==> src/rtl/jt89_psg_gen.sv <==
// jt89_psg_gen: SN76489-family programmable sound generator core.
//   Three square-wave tone channels plus one LFSR noise channel, 2 dB-step
//   attenuation, optional Game Gear-style stereo panning and a READY
//   handshake that stalls the bus for WAIT clk_en pulses after each write.
// Ports:
//   clk      system clock, all state on the rising edge
//   rst_n    asynchronous active-low reset
//   clk_en   chip clock enable (prescaler, channels, READY counter)
//   wr_n     main register write strobe, active low, edge-detected
//   st_wr_n  stereo register write strobe, active low, edge-detected
//   din      write data for both ports
//   sound_l  unsigned left mix (registered)
//   sound_r  unsigned right mix (registered)
//   ready    high when the next write will be accepted
module jt89_psg_gen #(
  parameter int unsigned     TW     = 10,
  parameter int unsigned     DIV    = 16,
  parameter int unsigned     NW     = 16,
  parameter logic [NW-1:0]   TAPS   = 16'h0009,
  parameter bit              STEREO = 1'b1,
  parameter int unsigned     WAIT   = 32
) (
  input  logic       clk,
  input  logic       rst_n,
  input  logic       clk_en,
  input  logic       wr_n,
  input  logic       st_wr_n,
  input  logic [7:0] din,
  output logic [9:0] sound_l,
  output logic [9:0] sound_r,
  output logic       ready
);

  localparam int unsigned   PW   = (DIV > 1) ? $clog2(DIV) : 1;
  localparam int unsigned   WBW  = (WAIT > 0) ? $clog2(WAIT + 1) : 1;
  localparam logic [NW-1:0] SEED = {1'b1, {(NW-1){1'b0}}};

  logic          wr_q, st_q, wr_acc, st_acc, noise_wr;
  logic [2:0]    reg_sel;
  logic [PW-1:0] pre;
  logic          tick;
  logic [TW-1:0] period  [3];
  logic [TW-1:0] cnt     [3];
  logic [TW-1:0] cnt_nxt [3];
  logic [2:0]    tone, tone_nxt;
  logic [3:0]    vol [4];
  logic [2:0]    regn, ctrl3;
  logic [7:0]    stereo;
  logic [NW-1:0] lfsr, lfsr_shift;
  logic [5:0]    ncnt, ncnt_lim;
  logic          nclk, nclk_nxt, src_cur, src_nxt, shift;
  logic [3:0]    ch_on, en_l, en_r;
  logic [9:0]    mix_l, mix_r;

  function automatic logic [7:0] amp(input logic [3:0] v);
    case (v)
      4'd0:    amp = 8'd255;
      4'd1:    amp = 8'd203;
      4'd2:    amp = 8'd161;
      4'd3:    amp = 8'd128;
      4'd4:    amp = 8'd102;
      4'd5:    amp = 8'd81;
      4'd6:    amp = 8'd64;
      4'd7:    amp = 8'd51;
      4'd8:    amp = 8'd40;
      4'd9:    amp = 8'd32;
      4'd10:   amp = 8'd26;
      4'd11:   amp = 8'd20;
      4'd12:   amp = 8'd16;
      4'd13:   amp = 8'd13;
      4'd14:   amp = 8'd10;
      default: amp = 8'd0;
    endcase
  endfunction

  assign wr_acc   = ready & wr_q & ~wr_n;
  assign st_acc   = ready & st_q & ~st_wr_n;
  assign reg_sel  = din[7] ? din[6:4] : regn;
  assign noise_wr = wr_acc & (reg_sel == 3'b110);
  assign tick     = clk_en & (pre == PW'(DIV - 1));

  // Periods 0/1 hold the output high; the counter parks at 0 so a newly
  // written period starts on the very next tick instead of after a wrap.
  always_comb begin
    tone_nxt = tone;
    for (int unsigned i = 0; i < 3; i++) begin
      cnt_nxt[i] = cnt[i];
      if (period[i] <= TW'(1)) begin
        tone_nxt[i] = 1'b1;
        cnt_nxt[i]  = '0;
      end else if (cnt[i] == '0) begin
        cnt_nxt[i]  = period[i] - TW'(1);
        tone_nxt[i] = ~tone[i];
      end else begin
        cnt_nxt[i] = cnt[i] - TW'(1);
      end
    end
  end

  // Shift-clock edge is judged on next-vs-current value so the LFSR moves on
  // the same tick that raises its clock, whichever source is selected.
  always_comb begin
    case (ctrl3[1:0])
      2'b00:   ncnt_lim = 6'd15;
      2'b01:   ncnt_lim = 6'd31;
      default: ncnt_lim = 6'd63;
    endcase
    nclk_nxt   = (ncnt >= ncnt_lim) ? ~nclk : nclk;
    src_cur    = (ctrl3[1:0] == 2'b11) ? tone[2]     : nclk;
    src_nxt    = (ctrl3[1:0] == 2'b11) ? tone_nxt[2] : nclk_nxt;
    shift      = tick & src_nxt & ~src_cur;
    lfsr_shift = {(ctrl3[2] ? ^(lfsr & TAPS) : lfsr[0]), lfsr[NW-1:1]};
    if (lfsr_shift == '0) lfsr_shift = SEED;
  end

  always_comb begin
    ch_on = {lfsr[0], tone};
    en_l  = STEREO ? stereo[7:4] : 4'hF;
    en_r  = STEREO ? stereo[3:0] : 4'hF;
    mix_l = '0;
    mix_r = '0;
    for (int unsigned i = 0; i < 4; i++) begin
      if (ch_on[i] && en_l[i]) mix_l = mix_l + 10'(amp(vol[i]));
      if (ch_on[i] && en_r[i]) mix_r = mix_r + 10'(amp(vol[i]));
    end
  end

  always_ff @(posedge clk or negedge rst_n) begin
    if (!rst_n) begin
      wr_q    <= 1'b1;
      st_q    <= 1'b1;
      pre     <= '0;
      tone    <= '0;
      regn    <= '0;
      ctrl3   <= 3'b100;
      stereo  <= '1;
      lfsr    <= SEED;
      ncnt    <= '0;
      nclk    <= 1'b0;
      sound_l <= '0;
      sound_r <= '0;
      for (int unsigned i = 0; i < 3; i++) begin
        period[i] <= '0;
        cnt[i]    <= '0;
      end
      for (int unsigned i = 0; i < 4; i++) vol[i] <= '1;
    end else begin
      wr_q <= wr_n;
      st_q <= st_wr_n;
      if (clk_en) pre <= tick ? '0 : pre + PW'(1);
      if (tick) begin
        for (int unsigned i = 0; i < 3; i++) cnt[i] <= cnt_nxt[i];
        tone <= tone_nxt;
        ncnt <= (ncnt >= ncnt_lim) ? '0 : ncnt + 6'd1;
        nclk <= nclk_nxt;
      end
      if (wr_acc) begin
        if (din[7]) regn <= din[6:4];
        for (int unsigned i = 0; i < 3; i++) begin
          if (!reg_sel[0] && reg_sel[2:1] == 2'(i)) begin
            if (din[7]) period[i][3:0]    <= din[3:0];
            else        period[i][TW-1:4] <= din[TW-5:0];
          end
        end
        for (int unsigned i = 0; i < 4; i++) begin
          if (reg_sel[0] && reg_sel[2:1] == 2'(i)) vol[i] <= din[3:0];
        end
        if (noise_wr) ctrl3 <= din[2:0];
      end
      if (noise_wr)   lfsr <= SEED;
      else if (shift) lfsr <= lfsr_shift;
      if (STEREO && st_acc) stereo <= din;
      sound_l <= mix_l;
      sound_r <= mix_r;
    end
  end

  generate
    if (WAIT == 0) begin : g_nowait
      assign ready = 1'b1;
    end else begin : g_wait
      logic [WBW-1:0] wcnt;
      always_ff @(posedge clk or negedge rst_n) begin
        if (!rst_n) begin
          ready <= 1'b1;
          wcnt  <= '0;
        end else if (wr_acc || st_acc) begin
          ready <= 1'b0;
          wcnt  <= '0;
        end else if (!ready && clk_en) begin
          if (wcnt == WBW'(WAIT - 1)) ready <= 1'b1;
          else                        wcnt  <= wcnt + WBW'(1);
        end
      end
    end
  endgenerate

endmodule

==> config.mk <==
export PLATFORM = sky130hd
export DESIGN_NAME = jt89_psg_gen
export DESIGN_NICKNAME = d
export VERILOG_FILES = /design/src/rtl/jt89_psg_gen.sv
export SDC_FILE = /design/constraint.sdc
export NUM_CORES = 1
export LEC_CHECK = 0
export BUFFER_PORTS_ARGS = -buffer_cell sky130_fd_sc_hd__buf_2
export CAP_MARGIN = 20
export CORE_ASPECT_RATIO = 1.75
export CORE_MARGIN = 3
export CORE_UTILIZATION = 38
export CTS_BUF_LIST = sky130_fd_sc_hd__clkbuf_4 sky130_fd_sc_hd__clkbuf_8
export CTS_CLUSTER_DIAMETER = 40
export CTS_CLUSTER_SIZE = 30
export DETAILED_ROUTE_END_ITERATION = 16
export GPL_TIMING_DRIVEN = 0
export PLACE_DENSITY = 0.51
export SKIP_CTS_REPAIR_TIMING = 1
export SYNTH_ARGS = -nofsm -noshare
export SYNTH_HDL_FRONTEND = slang
export SYNTH_SLANG_ARGS = --single-unit
==> constraint.sdc <==
create_clock -name clk -period 7 [get_ports clk]
set_clock_uncertainty 0.2 [all_clocks]
set_input_delay 0.35 -clock clk [delete_from_list [all_inputs] [get_ports clk]]
set_output_delay 0.35 -clock clk [all_outputs]
set_load 0.03 [all_outputs]
==> results of run 1 <==
==> synthesized netlist by cell type (5+ instances only) <==
| library cell | n |
|---|---|
| sky130_fd_sc_hd__xor2_1 | 23 |
| sky130_fd_sc_hd__or2_2 | 9 |
| sky130_fd_sc_hd__ha_1 | 85 |
| sky130_fd_sc_hd__nand2b_1 | 18 |
| sky130_fd_sc_hd__a31oi_1 | 12 |
| sky130_fd_sc_hd__and2_1 | 7 |
| sky130_fd_sc_hd__nor2_1 | 120 |
| sky130_fd_sc_hd__clkbuf_1 | 36 |
| sky130_fd_sc_hd__nor3b_1 | 6 |
| sky130_fd_sc_hd__a211oi_1 | 12 |
| sky130_fd_sc_hd__fa_1 | 6 |
| sky130_fd_sc_hd__xnor2_1 | 32 |
| sky130_fd_sc_hd__o31ai_1 | 17 |
| sky130_fd_sc_hd__or3_1 | 13 |
| sky130_fd_sc_hd__mux2i_1 | 40 |
| sky130_fd_sc_hd__nor2b_1 | 14 |
| sky130_fd_sc_hd__o21a_1 | 15 |
| sky130_fd_sc_hd__a21o_1 | 15 |
| sky130_fd_sc_hd__nor4_1 | 11 |
| sky130_fd_sc_hd__nand4_1 | 5 |
| sky130_fd_sc_hd__nand2_1 | 125 |
| sky130_fd_sc_hd__o21ai_0 | 112 |
| sky130_fd_sc_hd__mux2_2 | 52 |
| sky130_fd_sc_hd__inv_1 | 46 |
| sky130_fd_sc_hd__buf_1 | 5 |
| sky130_fd_sc_hd__dfstp_2 | 29 |
| sky130_fd_sc_hd__o22ai_1 | 9 |
| sky130_fd_sc_hd__o211ai_1 | 8 |
| sky130_fd_sc_hd__nor2_2 | 8 |
| sky130_fd_sc_hd__a21oi_1 | 63 |
| sky130_fd_sc_hd__nand3_1 | 13 |
| sky130_fd_sc_hd__or4_1 | 8 |
| sky130_fd_sc_hd__nor3_1 | 34 |
| sky130_fd_sc_hd__dfrtp_1 | 120 |
==> cell families after synthesis <==
kind of cell               share of synthesized area, %
buffers and inverters                              3.41
AOI/OAI and AO/OA                                  18.6
xor gates and xnor gates                           4.48
muxes                                              9.18
adders and majority gates                          11.0
and+or+nand+nor                                    18.3
DFF                                                35.0
==> routing by layer <==
metal	global-route usage (%)	vias up
met1	20.0	4223
met5	0	-
met4	11.6	0
met2	37.9	114
li1	-	4441
met3	2.22	57
==> worst reg2reg max path, delay by kind of cell, from the launching register on <==
family          cells  cell delay (ns)
fa+ha+maj           3             0.87
compound gates     10             1.79
flops               1             0.53
buf+inv             2             0.73
simple gates        6             1.48
xor+xnor            3             0.73
==> state kept, by name, indices dropped and copies added, names as in the netlist <==
signal,cells
sound_r,10
lfsr,16
g_wait.wcnt,6
vol,16
period,30
wr_q,1
st_q,1
pre,4
tone,3
ready,1
sound_l,10
cnt,30
ctrl3,3
stereo,8
nclk,1
ncnt,6
regn,3
==> worst min path at each step <==
stage          slack (ns)  cells past startpoint  startpoint         end
4_1_cts             -0.53                      1       rst_n  sound_r[3]
5_1_grt             0.006                      2      din[4]  period[28]
6_report             0.02                      2      din[4]  period[28]
2_1_floorplan       -0.15                      0       rst_n      cnt[0]
3_5_place_dp         0.02                      1       rst_n  sound_r[2]
3_3_place_gp         0.25                      2     cnt[18]     cnt[18]
==> final cells by class <==
cell class / instances / area (µm²) / area share (%)
timing repair buffer: 43 / 312 / 2.61
inverter: 46 / 173 / 1.45
clock buffer: 19 / 255 / 2.14
clock inverter: 13 / 170 / 1.42
multi-input combinational: 962 / 6610 / 55.4
tap: 369 / 462 / 3.87
sequential: 149 / 3760 / 31.5
buffer: 46 / 194 / 1.62
==> metrics by stage <==
step | setup WS (ns) | cell area [µm²]
after floorplan | 1.58 | 10700
after global placement | 0.717 | 11400
after detailed placement | 0.679 | 11400
after CTS | 0.636 | 11800
after global routing | 0.179 | 11900
final | 0.588 | 11900
==> where the power goes <==
| group | total (µW) | switching [µW] | leakage (µW) | internal, µW |
|---|---|---|---|---|
| combinational | 1730 | 1050 | 0.00333 | 681 |
| sequential | 1280 | 194 | 0.00191 | 1080 |
| clock | 746 | 375 | 0.000213 | 372 |
| total | 3750 | 1620 | 0.00546 | 2130 |
==> results, run 1 <==
- The run finished with clean final reports.
- Once detailed placement completed, the half-perimeter wirelength came to 22600 µm.
- The pre-antenna-repair detailed-routing pass consisted of 5 iterations.
- The number of buffers added by the clock tree synthesis step is 17.
- The library cell used most frequently in the layout, excluding fill and tap cells, is sky130_fd_sc_hd__nand2_1.
- In this run the deepest clock path goes through 2 buffers.
- The via count of the first global-routing pass is 9080.
- Traced cell by cell, the critical path runs through clkbuf_1, clkbuf_1, a211oi_1, a21oi_1, nor2_1, ha_1, a21o_1, a21o_1, xnor2_1, nand2_1, xnor2_1, ha_1, o21ai_0, o21bai_1, a21oi_1, xor2_1, o21ai_0, ha_1, or2_2, or4_1, a31o_2, nand2_1, or3b_1, o211ai_1.
- The synthesis-stage register bit count is 149.
- Derived from the worst setup path, the maximum achievable clock frequency is 156 MHz.
- The most critical setup path has its startpoint at vol[14].
- STA classifies the critical path startpoint as a flop.
- The global placement routability congestion is 0.882.
- The clock transition at the registers of the reported paths is roughly 0.09 ns.
- The first global-routing pass estimated 47500 µm of wire.
- The number of stages on the worst setup path is 24.
- In the final design database the tool counted 1369 nets.
- Counting stages on the worst path, the most repeated cell is sky130_fd_sc_hd__ha_1.
- The destination of the worst register-to-register timing path is sound_r[9].
- Of all nets on the critical path, the largest fanout is 10.
- The maximum single-stage delay on the critical path is 0.53 ns.
- The sum of overflow across all layers after global routing is 0.
- The number of warnings printed during yosys synthesis is 0.
- For this block, wires on met1 add up to about 11000 µm.
- Ranked by total cell area, the synthesized netlist is headed by sky130_fd_sc_hd__dfrtp_1 28%, sky130_fd_sc_hd__ha_1 9.9%, sky130_fd_sc_hd__dfstp_2 7.1%.
- Hold is met by 0.0150 ns.
- The placed cell count is 1605.
- The final count of pins violating max slew is 0.
- The count of fill cells added during filler insertion is 2768.
- The CTS tree is done.
- Setup violations remaining at the end of the flow were counted as 0.
- The floorplan has 80 rows.
- The later pin in the worst-skew pair is clocked with a latency of 0.50 ns.
- The worst IR drop on VDD is 0.000257 V.
- The number of remaining DRC errors is 0.
- After synthesis, flip-flops and latches occupy 35.0% of the total area.
- After synthesis, the share of flip-flops with an asynchronous set or reset is between 90% and 100%.
- The die extent in y is 228 µm.
- The share of the synthesized area in the top cell type is between 20 and 30%.
- The instance count of the mapped netlist is ~1200.
- Global routing used 19.7% of the available tracks across all layers.
- The clock drives 149 sinks.
- The transition time at the pin with the least slew margin is 0.906 ns.
- The number of buffers and inverters on the critical path is 2.
- The critical path ends at sound_r[9].
- For the final routed database, the setup TNS stands at 0 ns.
- The worst register-to-register path has a depth of 24.
- The die span in x is approximately 130 µm.
- The initial antenna violation count is 0.
- Synthesis produced a netlist with a net count of 1307.
- The synthesized netlist contains between 70 and 80 unique library cells.
- The count of nets left with antenna violations once routing finished came out at 0.
- The clock tree root buffer cell is sky130_fd_sc_hd__clkbuf_8.
- The most used flip-flop cell after synthesis is sky130_fd_sc_hd__dfrtp_1.
- In the layout the commonest cells are 125 x sky130_fd_sc_hd__nand2_1, 120 x sky130_fd_sc_hd__nor2_1, 120 x sky130_fd_sc_hd__dfrtp_1.
- The cell taking the most area after synthesis is sky130_fd_sc_hd__dfrtp_1.
- Yosys mapped a number of flops with a built-in enable equal to 0.
- The wire length per cell is 17.6 µm.
- Summing internal, switching and leakage power gives about 3800 µW.
- The type of element capturing the critical path is a flop.
- At the worst endpoint, the required time is a little over 7 ns.
- The effective utilization at floorplan is approximately two fifths.
- Across all register-to-register paths, the minimum setup slack is 0.59 ns.
- The tool flagged a number of max-cap violations equal to 0.
- Of the available clock period, the critical path in the final layout requires 91.6%.
- The area growth from synthesis to layout is 11.2%.
- Setup repair after global routing left no endpoint under its margin.
- In this run the worst hold path is classified as input pin to flop.
- A synthesized cell averages 8.93 µm².
- The vias per cell is 5.36.
- The kind of cell with the highest combined delay along the critical path is compound AO/OA/AOI/OAI gates.
- For this design the static power due to leakage is 0.00546 µW.
- The uppermost layer routed is met4.
- Headroom to the max-slew limit came out at a little under 40%.
- The count of placed standard cells in the final layout, fillers left out is 1647.
- The share of post-route cells with drive strength above 1 is 14.1%.
- Wires add up to 29000 µm.
- The routed length on met2 is 16000 µm.
- Entering global routing, the biggest net connects 76 pins.
- The worst setup path is of the flop to flop kind.
- 34 I/O pins were placed.
- The utilization after layout is 43.4%.
- The antenna cell count is 0.
- The minimum clock period after layout is 6.41 ns.
- The routed layout has 8835 vias.
- The slowest stage of the critical path is the sky130_fd_sc_hd__dfstp_2 cell.
- The initial DRC count is 345.
- The power density over the cells is between 300 and 400 nW/µm².
- The routed length on met3 is between 500 and 600 µm.
- Data on the critical path arrives at its endpoint at 6.61 ns.
- The combined area of all synthesized cells is 10700 µm².
- The worst flop-to-flop path startpoint is vol[14].
- The total count of hold-check failures in the final report is 0.
- During placement, the flow inserted port buffers numbering 31.
- The floorplan die area is 30400 µm².
- The H-tree generated during clock tree synthesis spans 4 levels.
- The placeable core region is roughly 28000 µm².
(Power assumes the default switching activity.)
==> inputs of run 2 (changes only) <==
--- a/config.mk
+++ b/config.mk
@@ -15,8 +15,9 @@
 export CTS_CLUSTER_SIZE = 30
 export DETAILED_ROUTE_END_ITERATION = 16
 export GPL_TIMING_DRIVEN = 0
-export PLACE_DENSITY = 0.51
+export PLACE_DENSITY = 0.53
 export SKIP_CTS_REPAIR_TIMING = 1
+export SKIP_LAST_GASP = 1
 export SYNTH_ARGS = -nofsm -noshare
 export SYNTH_HDL_FRONTEND = slang
 export SYNTH_SLANG_ARGS = --single-unit
==> constraint.sdc (replaced) <==
create_clock -name clk -period 5.3 [get_ports clk]
set_clock_uncertainty 0.2 [all_clocks]
set_input_delay 0.265 -clock clk [delete_from_list [all_inputs] [get_ports clk]]
set_output_delay 0.265 -clock clk [all_outputs]
set_load 0.03 [all_outputs]
==> run 2 against run 1 <==
The run now ends with negative setup slack left. Clock power grew 26%. Cell count grew 1.7%. First-iteration DRC count grew 0.58%. Die area is the same. Worst hold slack gained 0.098 ns. Maximum frequency grew 18%. Wire length grew 0.98%. Combinational power grew 43%. Non-clock buffer count grew 27. Register-to-register slack lost 0.72 ns. Count of clock-buffer cells in the layout grew 1. Critical endpoint unchanged.
==> results, run 2 (same netlist as run 1, synthesis figures left out) <==
- The kind of start point of the critical path is a flop.
- The initial DRC count is 347.
- The die covers around 30000 µm².
- The kind of cell with the highest combined delay along the critical path is compound AO/OA/AOI/OAI gates.
- Clock-pin slew was measured on the worst setup and hold paths at 0.09 ns.
- Across all register-to-register paths, the minimum setup slack is -0.13 ns.
- Counting along the longest clock path gives a buffer depth of 2.
- Setup repair after global routing could not meet its margin everywhere.
- Summed over all cells, the static leakage comes to between 0.005 and 0.006 µW.
- The count of fill cells added during filler insertion is 2648.
- The clock insertion delay at the later pin of the skew report is about 0.49 ns.
- Row generation in the floorplan step produced 80 rows.
- The routed design has roughly 29000 µm of wire.
- The congestion estimate from routability-driven global placement came to 0.871.
- Once the floorplan was initialized, standard cells occupied roughly two fifths of the core.
- After detailed routing, the average wire length per cell comes to 17.5 µm.
- In the routed design, unresolved DRC markers number 0.
- The count of H-tree levels built during CTS is 4.
- The detailed-router iteration count before antenna repair is 4.
- The category of the most critical setup path is flop to flop.
- Dividing total power by cell area gives a power density of 408 nW/µm².
- The floorplan step defined a core boundary enclosing around 28000 µm².
- The via count of the first global-routing pass is 8919.
- The post-route total power is approximately 5100 µW.
- The final HPWL from detailed placement is 22200 µm.
- The maximum single-stage delay on the critical path is 0.62 ns.
- The first global-routing pass estimated 45700 µm of wire.
- Entering global routing, the biggest net connects 86 pins.
- The most frequent cell on the critical path is sky130_fd_sc_hd__a21oi_2.
- The net count of the finished layout is 1396.
- Together, buffers and inverters on the worst path number 1.
- Counting every sink on the clock net gives 149.
- Cells fill 45.5% of the core in the end.
- The placed cell count is around 1600.
- The total count of hold-check failures in the final report was 0.
- For the final routed database, the setup TNS stands at -0.178 ns.
- The initial antenna violation count is 0.
- The largest registers in the layout are cnt x30, period x30.
- On the critical path, the stage with the largest delay is an instance of sky130_fd_sc_hd__dfstp_2.
- The final critical-path setup slack is -0.133 ns.
- From left edge to right edge, the die measures 133 µm.
- Relative to the synthesized area, the layout overhead comes to 16.6%.
- At the pin with the least slew margin, the transition time is 1.19 ns.
- The worst-case IR drop observed on VDD is 0.000235 V.
- Detailed routing inserted a total of roughly 9000 vias.
- For this run, the number of standard cells in the final layout without fillers is between 1500 and 2000.
- The clock tree root buffer cell is sky130_fd_sc_hd__clkbuf_8.
- The maximum clock rate is 184 MHz.
- In the layout the commonest cells are 120 x sky130_fd_sc_hd__dfrtp_1, 119 x sky130_fd_sc_hd__nand2_1, 118 x sky130_fd_sc_hd__nor2_1.
- Summed over all layers, the global routing overflow is 0.
- The run finished, with violations left.
- The type of the tightest min-delay check is input pin to flop.
- Once detail routing completed, the nets flagged for antenna violations numbered 0.
- The final reports fail on negative setup slack.
- Traced cell by cell, the critical path runs through buf_4, ha_1, nor3_1, a21oi_2, nor2_1, ha_2, fa_2, a21o_1, o2111ai_4, a21oi_2, o31a_1, ha_4, a21oi_2, xor2_1, o21ai_1, ha_2, or2_4, or4_4, a31o_4, nand2_2, or3b_1, o211ai_1.
- The type of element capturing the critical path is a flop.
- The final count of pins violating max slew is 0.
- Pin placement for this block handled 34 I/O pins.
- The final hold slack is ~0.11 ns.
- After layout, the minimum clock period comes to 5.43 ns.
- The number of clock buffers added by TritonCTS is 17.
- Data arrives at the worst endpoint at 5.65 ns.
- Of all nets on the critical path, the largest fanout is 5.
- For this run, the total global-route usage over all layers was measured as 19.0%.
- Measured against its own limit, the worst slew margin works out to about a fifth.
- The fraction of the cycle the final worst path needs is 103%.
- The share of post-route cells with drive strength above 1 is 21.1%.
- The most common cell after layout, fill and taps aside is sky130_fd_sc_hd__dfrtp_1.
- The CTS tree is done.
- The vias per cell is approximately 5.4.
- Data on the critical path is required at its endpoint by 5.52 ns.
- Setup violations remaining at the end of the flow were counted as 2.
- Max-cap violations in this run came to 0.
- The die extent in y is 228 µm.
- During placement, the flow inserted port buffers numbering 31.
## run 2: cell types whose count changed in the layout (fill, tap and decap cells not counted), moves of 8 or more
cell                      before  now
sky130_fd_sc_hd__a21oi_2       0   11
sky130_fd_sc_hd__ha_4          0    8
sky130_fd_sc_hd__a21oi_1      63   52
sky130_fd_sc_hd__ha_1         85   70
sky130_fd_sc_hd__o21ai_0     112  100
sky130_fd_sc_hd__buf_4         0   29
## run 2: final cells by class
type	count	area, µm²	area share, %
multi-input cells	962	6980	55.8
clock inverters	12	139	1.11
diodes	1	2.50	0.0200
inverters	46	178	1.42
well taps	369	462	3.69
flip-flops and latches	149	3760	30.1
repair buffers	72	520	4.16
clock buffers	20	269	2.15
plain buffers	44	203	1.62
## run 2: path summary, 6_finish.rpt
path                              end  depth (start not counted)     from
setup reg to reg           sound_r[9]                         22  vol[12]
min in group asynchronous    lfsr[11]                          2    rst_n
max in group asynchronous      vol[9]                          3    rst_n
hold reg to reg               cnt[18]                          2  cnt[18]
hold / removal              stereo[7]                          2   din[7]
setup / recovery           sound_r[9]                         22  vol[12]
## run 2: per-layer routing
| metal | share of wire [%] | wire, µm | global-route usage (%) | vias up |
|---|---|---|---|---|
| met5 | 0 | 0 | 0 | - |
| met4 | 5.9 | 1730 | 10.7 | 0 |
| met3 | 2.0 | 590 | 2.67 | 66 |
| met2 | 55 | 16100 | 36.7 | 135 |
| met1 | 37 | 10900 | 19.0 | 4309 |
| li1 | - | - | - | 4500 |
## run 2: through the flow
stage / setup slack, ns / instance area (µm²)
2_1_floorplan: 0.000762 / 10800
6_report: -0.133 / 12500
5_1_grt: -0.370 / 12500
3_5_place_dp: -0.793 / 11400
3_3_place_gp: -0.702 / 11400
4_1_cts: -0.810 / 11800
## run 2: power breakdown
| part | internal [µW] | switching (µW) |
|---|---|---|
| combinational | 1020 | 1450 |
| sequential | 1430 | 272 |
| clock | 457 | 481 |
| total | 2910 | 2200 |
==> inputs of run 3 (changes only) <==
--- a/config.mk
+++ b/config.mk
@@ -7,7 +7,6 @@
 export LEC_CHECK = 0
 export BUFFER_PORTS_ARGS = -buffer_cell sky130_fd_sc_hd__buf_2
 export CAP_MARGIN = 20
-export CORE_ASPECT_RATIO = 1.75
 export CORE_MARGIN = 3
 export CORE_UTILIZATION = 38
 export CTS_BUF_LIST = sky130_fd_sc_hd__clkbuf_4 sky130_fd_sc_hd__clkbuf_8
==> run 3 against run 2 <==
The run still ends with negative setup slack left. Critical path depth is 1 higher. Worst setup slack worse by 0.052 ns. Worst hold slack worse by 0.10 ns. Core utilization is 0.39 points higher. Die area is 0.26% lower. Final area is 0.41% higher. Cell count is 0.30% higher. Total power is 0.91% lower. Non-clock buffer count is 3 higher. Sequential share of layout area is 0.12 points lower. Global-route usage is 1.3 points lower. Sequential power hardly changed. Critical path type unchanged. Largest cell class unchanged.
==> results, run 3 (same netlist as run 1, synthesis figures left out) <==
- Setup repair after global routing could not meet its margin everywhere.
- The count of H-tree levels built during CTS is 4.
- The sum of overflow across all layers after global routing is 0.
- The transition time at the pin with the least slew margin is 0.978 ns.
- In the final layout, the registers with the most flip-flops are cnt x30, period x30.
- The tightest min-delay check is of the input pin to flop type.
- The maximum root-to-sink buffer count is 2.
- The effective utilization at floorplan is 39.2%.
- The most frequent cell on the critical path is sky130_fd_sc_hd__a21oi_2.
- The analysis attributes to cell leakage a power of 0.00562 µW.
- With fillers left out, the area of the finished cells amounts to 12600 µm².
- The worst IR drop on VDD is 0.000222 V.
- The wire length of the first global-routing pass is 43800 µm.
- The utilization after layout is between 40% and 50%.
- In this run the vertical extent of the chip is about 170 µm.
- The normalized max-slew margin is 34.1%.
- The peak fanout along the critical path is 4.
- Leaving out fill and tap cells, the most frequent cell in the layout is sky130_fd_sc_hd__nand2_1.
- Walking the worst path, the cells encountered are inv_4, ha_4, nand2_2, o21ai_2, a21oi_2, nor2_1, ha_2, fa_2, a21o_1, o2111ai_4, a21oi_2, o31a_1, ha_4, a21oi_2, xor2_1, o21ai_1, ha_2, or2_4, or4_4, a31o_4, nand2_2, or3b_1, o211ai_1.
- TritonCTS built the clock tree.
- The number of clock sinks seen by CTS is roughly 150.
- The floorplan step defined a core boundary enclosing about 27000 µm².
- Dividing total power by cell area gives a power density of 403 nW/µm².
- The number of placement rows is 60.
- Per report_power, the combinational group accounts for 48.9% of the total.
- In this run the register-to-register setup slack is -0.18 ns.
- The run finished, with violations left.
- Compared with the post-synthesis result, the final layout area differs by 17.0%.
- After detailed routing, the average wire length per cell comes to 16.4 µm.
- The repair_antennas step left the layout with diodes totalling 0.
- Derived from the worst setup path, the maximum achievable clock frequency is 182 MHz.
- Counting both buffers and inverters, the worst setup path holds a total of 1.
- STA puts the critical path data arrival time at 5.66 ns.
- The category of the most critical setup path is flop to flop.
- For this run, design rule violations remaining after detail routing come to 0.
- The maximum single-stage delay on the critical path is 0.60 ns.
- The net count of the finished layout is 1399.
- OpenSTA, run right after detailed placement, puts the worst setup slack at -0.773 ns.
- The global placement routability congestion is 0.853.
- Of the total power, the share spent switching nets is 43.3%.
- The cell family contributing the most delay on the critical path is compound AO/OA/AOI/OAI gates.
- The via count of the first global-routing pass came to between 8000 and 9000.
- In the layout the commonest cells are 121 x sky130_fd_sc_hd__nand2_1, 120 x sky130_fd_sc_hd__dfrtp_1, 117 x sky130_fd_sc_hd__nor2_1.
- The detailed-router iteration count before antenna repair is 5.
- The total count of hold-check failures in the final report came to 0.
- For this block, the initial DRC count from the detailed router was 611.
- The final HPWL from detailed placement is 20200 µm.
- The number of maximum-capacitance constraint violations is 0.
- In this run, the clock network consumes about 18% of the power.
- Dividing the final minimum period by the clock period gives 103%.
- Global routing consumed, over all layers together, 17.7% of the routing resources.
- The cell type of the slowest stage on the worst timing path is sky130_fd_sc_hd__dfstp_2.
- The count of boundary I/O pins is 34.
- The data required time at the worst endpoint is 5.47 ns.
- The number of buffer cells added on primary ports is 31.
- Summed over all nets, the switching power comes to ~2200 µW.
- The number of routed nets with antenna violations is 0.
- The final count of pins violating max slew is 0.
- The internal power of the cells is approximately 2900 µW.
- The share of post-route cells with drive strength above 1 is approximately 22%.
- The final wirelength is 27500 µm.
- Sequential cells account for between 30% and 40% of the total power.
- Counting tap cells, the placed design contains a total of 1607 instances.
- The checks that failed: negative setup slack.
- STA classifies the critical path startpoint as a flop.
- Fill cells in the final layout number 2619.
- The final critical-path setup slack is -0.185 ns.
- At the later pin of the worst-skew pair, clock insertion delay measures 0.46 ns.
- The total cell area at the placement stage is between 10000 and 15000 µm².
- The die covers 30300 µm².
- Dividing the detail-routed via count by the number of cells gives roughly 5.4.
- The total via count in the routed design is ~9100.
- Once layout is complete, the cells apart from fillers number between 1500 and 2000.
- For the finished layout, the period the worst path requires is roughly 5.5 ns.
- The type of element capturing the critical path is a flop.
- The die span in x is 174 µm.
- The initial antenna violation count is 0.
- The number of buffers added by the clock tree synthesis step is 17.
- Clock-pin slew was measured on the worst setup and hold paths at about 0.10 ns.
- The number of setup violations in the final report is 3.
- The tree is rooted in a sky130_fd_sc_hd__clkbuf_8.
- Entering global routing, the biggest net connects ~80 pins.
-- run 3: cell count changes in the layout (fill, tap and decap cells not counted), moves of 3 or more --
cell,previous run,this run
sky130_fd_sc_hd__o21ai_0,100,97
sky130_fd_sc_hd__clkinv_4,1,4
sky130_fd_sc_hd__clkbuf_2,1,4
sky130_fd_sc_hd__clkbuf_4,4,0
sky130_fd_sc_hd__buf_4,29,32
sky130_fd_sc_hd__inv_4,6,1
-- run 3: worst min-delay path, stage by stage --
cell	delay, ns
sky130_fd_sc_hd__clkbuf_1	0.18
sky130_fd_sc_hd__a21oi_1	0.17
sky130_fd_sc_hd__nor2_1	0.05
-- run 3: power groups by stage --
| stage | logic (µW) | registers, µW | clock network [µW] |
|---|---|---|---|
| 4_1_cts | 2240 | 1690 | 924 |
| 2_1_floorplan | 1650 | 1710 | 0 |
| 3_5_place_dp | 2230 | 1700 | 0 |
| 3_3_place_gp | 2210 | 1700 | 0 |
| 6_report | 2470 | 1700 | 893 |
| 5_1_grt | 2770 | 1740 | 965 |
-- run 3: final timing paths --
path	startpoint	to	cells past startpoint
max	vol[13]	sound_r[9]	23
max reg2reg	vol[13]	sound_r[9]	23
min in group asynchronous	rst_n	cnt[27]	2
min reg2reg	nclk	nclk	1
max in group asynchronous	rst_n	vol[1]	3
min	clk_en	ready	3
-- run 3: per-stage QoR --
| step | total power (µW) | hold slack (ns) | TNS, ns |
|---|---|---|---|
| floorplan | 3360 | -0.231 | 0 |
| global placement | 3910 | 0.179 | -3.12 |
| detailed placement | 3940 | 0.141 | -3.65 |
| CTS | 4850 | -0.380 | -3.71 |
| global route | 5470 | 0.0107 | -1.11 |
| finish | 5060 | 0.00883 | -0.243 |
-- run 3: layout make-up --
class,count,area [µm²],area share [%]
inverter,46,175,1.39
sequential,149,3760,29.9
buffer,44,201,1.60
tap,372,465,3.70
multi-input combinational,962,7040,56.0
clock inverter,14,141,1.12
clock buffer,18,248,1.97
timing repair buffer,75,538,4.28
-- run 3: layer usage --
layer  global-route usage [%]  up-vias  share of wire (%)
li1                         -     4512                  -
met4                     3.89        0                1.1
met5                        0        -                  0
met1                     25.7     4422                 49
met3                     2.51       20                3.4
met2                     28.1      158                 46
